**config.mk**
```make
export PLATFORM = sky130hd
export DESIGN_NAME = execute_muldiv_unit
export DESIGN_NICKNAME = d
export VERILOG_FILES = /design/src/rtl/rv_muldiv_pkg.sv /design/src/rtl/execute_muldiv_unit.sv
export SDC_FILE = /design/constraint.sdc
export NUM_CORES = 1
export LEC_CHECK = 0
export CAP_MARGIN = 15
export CORE_MARGIN = 2
export CORE_UTILIZATION = 35
export DETAILED_ROUTE_END_ITERATION = 6
export HOLD_SLACK_MARGIN = 0.15
export MAX_ROUTING_LAYER = met4
export PLACE_DENSITY_LB_ADDON = 0.12
export SLEW_MARGIN = 20
export SYNTH_ARGS = -nofsm -noshare
export SYNTH_HDL_FRONTEND = slang
export SYNTH_SLANG_ARGS = --single-unit
```
**constraint.sdc**
```tcl
create_clock -name clk -period 3.3 [get_ports clk]
set_input_delay 0.33 -clock clk [delete_from_list [all_inputs] [get_ports clk]]
set_output_delay 0.33 -clock clk [all_outputs]
set_load 0.01 [all_outputs]
```
**src/rtl/rv_muldiv_pkg.sv**
```systemverilog
// Shared types and two's-complement helpers for the iterative RV32M multiply/divide unit.
package rv_muldiv_pkg;

   localparam int XLEN_DEF = 32;

   typedef enum logic [2:0] {
      OP_MUL    = 3'd0,
      OP_MULH   = 3'd1,
      OP_MULHSU = 3'd2,
      OP_MULHU  = 3'd3,
      OP_DIV    = 3'd4,
      OP_DIVU   = 3'd5,
      OP_REM    = 3'd6,
      OP_REMU   = 3'd7
   } muldiv_op_e;

   typedef enum logic [1:0] {
      IDLE = 2'd0,
      BUSY = 2'd1,
      DONE = 2'd2
   } muldiv_state_e;

   function automatic logic [XLEN_DEF-1:0] abs_val(input logic [XLEN_DEF-1:0] v,
                                                    input logic is_signed);
      return (is_signed && v[XLEN_DEF-1]) ? -v : v;
   endfunction

   function automatic logic [XLEN_DEF-1:0] neg_if(input logic [XLEN_DEF-1:0] v,
                                                  input logic neg);
      return neg ? -v : v;
   endfunction

   function automatic logic [2*XLEN_DEF-1:0] neg_if_wide(input logic [2*XLEN_DEF-1:0] v,
                                                         input logic neg);
      return neg ? -v : v;
   endfunction

endpackage

```
**src/rtl/execute_muldiv_unit.sv**
```systemverilog
// Iterative RV32M mul/div beside the E-stage ALU: result ITERS+1 cycles after accept (1 for div-by-zero/overflow).
// Stalls F/D/E while accepting or iterating; flush aborts in any state with no result.
module execute_muldiv_unit
   import rv_muldiv_pkg::*;
#(
   parameter int XLEN  = XLEN_DEF,
   parameter int ITERS = XLEN
) (
   input  logic            clk,
   input  logic            rst,
   input  logic            start_i,
   input  logic [2:0]      funct3_i,
   input  logic [XLEN-1:0] src_a_i,
   input  logic [XLEN-1:0] src_b_i,
   input  logic            flush_i,
   output logic            stall_o,
   output logic [XLEN-1:0] result_o,
   output logic            valid_o
);

   localparam int          CW   = 6;
   localparam logic [CW-1:0] LAST = CW'(ITERS - 1);

   muldiv_state_e   state, state_nxt;
   muldiv_op_e      op_q, op_in;
   logic [CW-1:0]   cnt;
   logic [2*XLEN-1:0] acc;
   logic [XLEN-1:0] dvsr;
   logic            neg_q;
   logic            special_q;
   logic [XLEN-1:0] spec_res_q;

   logic            accept;
   logic            is_div, a_signed, b_signed, a_neg, b_neg;
   logic            div_zero, div_ovf, special_in, neg_in;
   logic [XLEN-1:0] a_mag, b_mag, spec_res_in;

   // Decode and special-case detection on the raw forwarded operands
   always_comb begin
      op_in       = muldiv_op_e'(funct3_i);
      is_div      = funct3_i[2];
      a_signed    = op_in inside {OP_MUL, OP_MULH, OP_MULHSU, OP_DIV, OP_REM};
      b_signed    = op_in inside {OP_MUL, OP_MULH, OP_DIV, OP_REM};
      a_neg       = a_signed & src_a_i[XLEN-1];
      b_neg       = b_signed & src_b_i[XLEN-1];
      a_mag       = abs_val(src_a_i, a_signed);
      b_mag       = abs_val(src_b_i, b_signed);
      div_zero    = is_div && (src_b_i == '0);
      div_ovf     = (op_in == OP_DIV || op_in == OP_REM) &&
                    (src_a_i == {1'b1, {(XLEN-1){1'b0}}}) && (src_b_i == '1);
      special_in  = div_zero | div_ovf;
      neg_in      = (is_div && funct3_i[1]) ? a_neg : (a_neg ^ b_neg);
      spec_res_in = '0;
      if (div_zero)
         spec_res_in = funct3_i[1] ? src_a_i : '1;
      else if (div_ovf)
         spec_res_in = funct3_i[1] ? '0 : {1'b1, {(XLEN-1){1'b0}}};
   end

   assign accept = (state == IDLE) && start_i && !flush_i;

   logic [XLEN:0]     add_sum;
   logic [2*XLEN-1:0] mul_nxt;
   logic [XLEN:0]     rem_trial;
   logic              fits;
   logic [XLEN-1:0]   rem_sub;
   logic [2*XLEN-1:0] div_nxt;

   // One shift-add step or one restoring-divide step on the shared accumulator
   always_comb begin
      add_sum   = {1'b0, acc[2*XLEN-1:XLEN]} + {1'b0, (acc[0] ? dvsr : '0)};
      mul_nxt   = {add_sum, acc[XLEN-1:1]};
      rem_trial = acc[2*XLEN-1:XLEN-1];
      fits      = rem_trial >= {1'b0, dvsr};
      rem_sub   = rem_trial[XLEN-1:0] - dvsr;
      div_nxt   = fits ? {rem_sub, acc[XLEN-2:0], 1'b1} : {acc[2*XLEN-2:0], 1'b0};
   end

   always_ff @(posedge clk) begin
      if (rst) begin
         op_q       <= OP_MUL;
         cnt        <= '0;
         acc        <= '0;
         dvsr       <= '0;
         neg_q      <= 1'b0;
         special_q  <= 1'b0;
         spec_res_q <= '0;
      end else if (accept) begin
         op_q       <= op_in;
         cnt        <= '0;
         acc        <= {{XLEN{1'b0}}, (is_div ? a_mag : b_mag)};
         dvsr       <= is_div ? b_mag : a_mag;
         neg_q      <= neg_in;
         special_q  <= special_in;
         spec_res_q <= spec_res_in;
      end else if (state == BUSY && !flush_i) begin
         acc <= op_q[2] ? div_nxt : mul_nxt;
         cnt <= cnt + CW'(1);
      end
   end

   always_ff @(posedge clk) begin
      if (rst)
         state <= IDLE;
      else
         state <= state_nxt;
   end

   always_comb begin
      state_nxt = state;
      case (state)
         IDLE:    if (accept) state_nxt = special_in ? DONE : BUSY;
         BUSY:    if (cnt == LAST) state_nxt = DONE;
         DONE:    state_nxt = IDLE;
         default: state_nxt = IDLE;
      endcase
      if (flush_i)
         state_nxt = IDLE;
   end

   logic [2*XLEN-1:0] prod;
   logic [XLEN-1:0]   res_sel;

   always_comb begin
      prod = neg_if_wide(acc, neg_q);
      case (op_q)
         OP_MUL:                        res_sel = prod[XLEN-1:0];
         OP_MULH, OP_MULHSU, OP_MULHU:  res_sel = prod[2*XLEN-1:XLEN];
         OP_DIV, OP_DIVU:               res_sel = neg_if(acc[XLEN-1:0], neg_q);
         default:                       res_sel = neg_if(acc[2*XLEN-1:XLEN], neg_q);
      endcase
      if (special_q)
         res_sel = spec_res_q;
   end

   always_comb begin
      stall_o  = 1'b0;
      valid_o  = 1'b0;
      result_o = '0;
      case (state)
         IDLE: stall_o = start_i && !flush_i;
         BUSY: stall_o = 1'b1;
         DONE: begin
            valid_o  = !flush_i;
            result_o = flush_i ? '0 : res_sel;
         end
         default: ;
      endcase
   end

endmodule

```
==> impl_metrics.toml <==
[status]
outcome = "finished with violations"
failed_checks = "negative setup slack"

[cells_and_area]
nNetsFinal = 2571
final-seq-area_mm2 = 0.00284
multi_input_area_mm2 = 0.0115
antenna_cells = 0
area_growth_syn_to_layout_pct = 37.1
fin_area_mm2 = 0.0199
drive_above_1_share_pct = 25.9
fill_cells = 4156

[cts]
root_buffer = "clkbuf_16"
clk_latency_ns = 0.46
cts_tree = "done"
hold_buffers = 0
htree_levels = 4
cts_made_buffers = 17
max-clock-path-buffers = 2
path_clk_slew_ns = 0.08
clkSinkCount = 141

[timing]
max_freq_mhz = 278
fin_crit_sh_pct = 109
rsz0062_at_grt = "true"
min_period_ns = 3.60
worst_slew_pin_slew_ns = 0.773
finalHoldViolations = 0
clock_skew_ns = 0.0153
maxSlewHeadroom_pct = 48.5
drv_slew = 0
setup_ws_ns = -0.296
setup_violations = 32

[floorplan]
dieArea_mm2 = 0.0431
core-area_mm2 = 0.0409
num_rows = 74
die_width_um = 208
start_util_pct = 35.5
io_pins = 105
die_h_um = 208

[synth]
postSynthCellCount = 2075
synth.distinct_cells = 82
synth_area_per_cell_um2 = 6.99
synth_top_flop_cell = "dfxtp_1"
seq_area_frac_synth_pct = 19.4
synth_edf_count = 0
ys_warn_count = 0
synth_nets = 2218
async_flop_share_pct = 0
ys_ff_latch = 141
syn_area_mm2 = 0.0145

[power]
p_comb_share_pct = 39.5
vdd_drop_max_uv = 352
power.internal_mw = 3.93
pwr-share-seq_pct = 28.5
p_clk_share_pct = 32.0
p_sw_share_pct = 38.3
power_switching_mw = 2.44
power.density_mw_per_mm2 = 320
leakagePower_nw = 8.18

[place]
place_hpwl_um = 55000
io_buffers = 104
placed_cell_area_mm2 = 0.0185
globalplace.congestion = 0.989
place_ws_ns = -0.493

[run]
drv_cap = 0

[drt]
finalWirelength_um = 68300
wl_per_cell_um = 23.0
ant_nets = 0
drc = 0
drtIter0Drc = 1479
viasPerCell = 5.73
firstDrtPassIters = 5
vias = 17000

[setup_path]
crit_arrival_ns = 3.27
crit_slowest_cell = "or3_4"
crit_chain = "or3_4 > or3_4 > or3_4 > or2_4 > buf_6 > buf_6 > nor2_4 > nor2_4 > buf_6 > o211ai_1 > a21oi_1 > buf_2"
critPathMaxStageDelay_ns = 0.38
cp_max_fo = 4
crit_type = "reg -> out"
crit_required_ns = 2.97
cp-start-kind = "register"
setup.worst_path.end_class = "output pin"

[grt]
track_usage_pct = 31.7
grt_first_pass_wirelength_um = 102000
gr-total-overflow = 0
antenna_found_initial = 0
grt_pass1_vias = 16300
grt_max_degree = 74

[hold_path]
hold_class = "in -> reg"
-- logic make-up (layout without fill, tap and decap cells) --
logic type / count (synthesis) / after routing / share of synthesized area (%)
DFF: 141 / 141 / 19.4
buffers and inverters: 221 / 587 / 5.89
xor gates and xnor gates: 182 / 182 / 11.0
and+or+nand+nor: 695 / 695 / 22.7
AOI/OAI and AO/OA: 699 / 699 / 30.1
muxes: 65 / 65 / 4.56
adders and majority gates: 72 / 72 / 6.31
-- cell usage after synthesis, types with 36 or more instances --
| cell type | instances | area share, % |
|---|---|---|
| o21ai_0 | 150 | 5.2 |
| o211ai_1 | 62 | 3.2 |
| inv_1 | 65 | 1.7 |
| a211oi_1 | 45 | 2.3 |
| nand2_1 | 240 | 6.2 |
| mux2i_1 | 56 | 3.9 |
| a21oi_1 | 220 | 7.6 |
| ha_1 | 70 | 6.0 |
| dfxtp_1 | 141 | 19 |
| o31ai_1 | 36 | 1.9 |
| clkbuf_1 | 127 | 3.3 |
| nor2_1 | 211 | 5.5 |
| xor2_1 | 75 | 4.5 |
| xnor2_1 | 107 | 6.5 |
| nor2b_1 | 36 | 1.6 |
-- flip-flops by register name, indices dropped and copies added, names as in the netlist --
signal,cells
special_q,1
op_q,3
spec_res_q,32
acc,64
state,2
dvsr,32
neg_q,1
cnt,6
-- stage by stage --
step / instances / power (mW) / hold WS, ns / utilization, % / TNS [ns]
after floorplan: 2075 / 3.11 / 0.420 / - / 0
after CTS: 2966 / 6.30 / 0.234 / 47.6 / -4.64
after detailed placement: 2926 / 4.17 / 0.441 / 45.3 / -6.86
after global placement: 2926 / 4.17 / 0.433 / 45.3 / -5.93
final: 2973 / 6.37 / 0.251 / 48.6 / -4.73
after global routing: 2973 / 6.65 / 0.250 / 48.6 / -8.29
-- power groups by stage --
stage	clock, mW	combinational [mW]	sequential (mW)
after floorplan	0	1.26	1.84
after global placement	0	2.32	1.85
after detailed placement	0	2.32	1.85
after CTS	2.06	2.42	1.81
after global routing	2.15	2.68	1.82
final	2.04	2.52	1.81
-- placed cells by master (no fill, tap or decap), types with 8 or more instances in the layout --
cell type	instances
a211oi_1	41
a21o_1	32
a21oi_1	203
a21oi_2	15
a31o_2	16
a31oi_1	17
and3_1	10
buf_12	12
buf_2	29
buf_4	360
buf_6	15
clkbuf_16	17
clkdlybuf4s50_1	70
dfxtp_1	129
dfxtp_2	11
ha_1	67
inv_1	61
mux2i_1	56
nand2_1	233
nand2b_1	13
nand3_1	32
nand4_1	27
nor2_1	198
nor2b_1	36
nor3_1	24
nor4_1	15
o211ai_1	62
o21a_1	12
o21ai_0	125
o21ai_1	26
o21ai_2	12
o21bai_1	15
o22ai_1	21
o31ai_1	29
o41ai_1	9
or3_1	15
or3_4	8
xnor2_1	104
xor2_1	74
-- layer usage --
| layer | track usage [%] | routed length [um] |
|---|---|---|
| met3 | 3.71 | 3730 |
| met4 | 13.5 | 3290 |
| met5 | - | 0 |
| met2 | 51.5 | 32000 |
| met1 | 39.8 | 29300 |
-- path summary, 6_finish.rpt --
kind,startpoint,to,slack (ns),cells after the start
setup reg to reg,acc[0]$_SDFFE_PP0P_,acc[63]$_SDFFE_PP0P_,0.09,15
setup / recovery,acc[25]$_SDFFE_PP0P_,result_o[9],-0.30,12
hold / removal,rst,spec_res_q[31]$_SDFFE_PP0P_,0.25,2
hold reg to reg,dvsr[12]$_SDFFE_PP0P_,dvsr[12]$_SDFFE_PP0P_,0.46,2
-- final cells by class --
type | instances | area share (%)
repair buffers | 489 | 20.1
clock inverters | 15 | 0.905
multi-input cells | 1713 | 58.0
well taps | 532 | 3.35
flip-flops and latches | 141 | 14.3
clock buffers | 17 | 2.14
inverters | 66 | 1.26
-- worst max-delay path: cells and delay by family, from the launching register on --
family                 cells  cell delay, ns
AO/OA/AOI/OAI              2            0.47
buffers and inverters      4            0.52
flip-flops                 1            0.32
AND/OR/NAND/NOR            6            1.50
-- repair_timing --
action                                  in CTS  in global routing
pin swaps                                   60                 66
endpoints found under the setup margin      54                 63
setup buffers                                8                  8
gates resized for setup                    233                 94
Power figures use the tool's default switching activity.
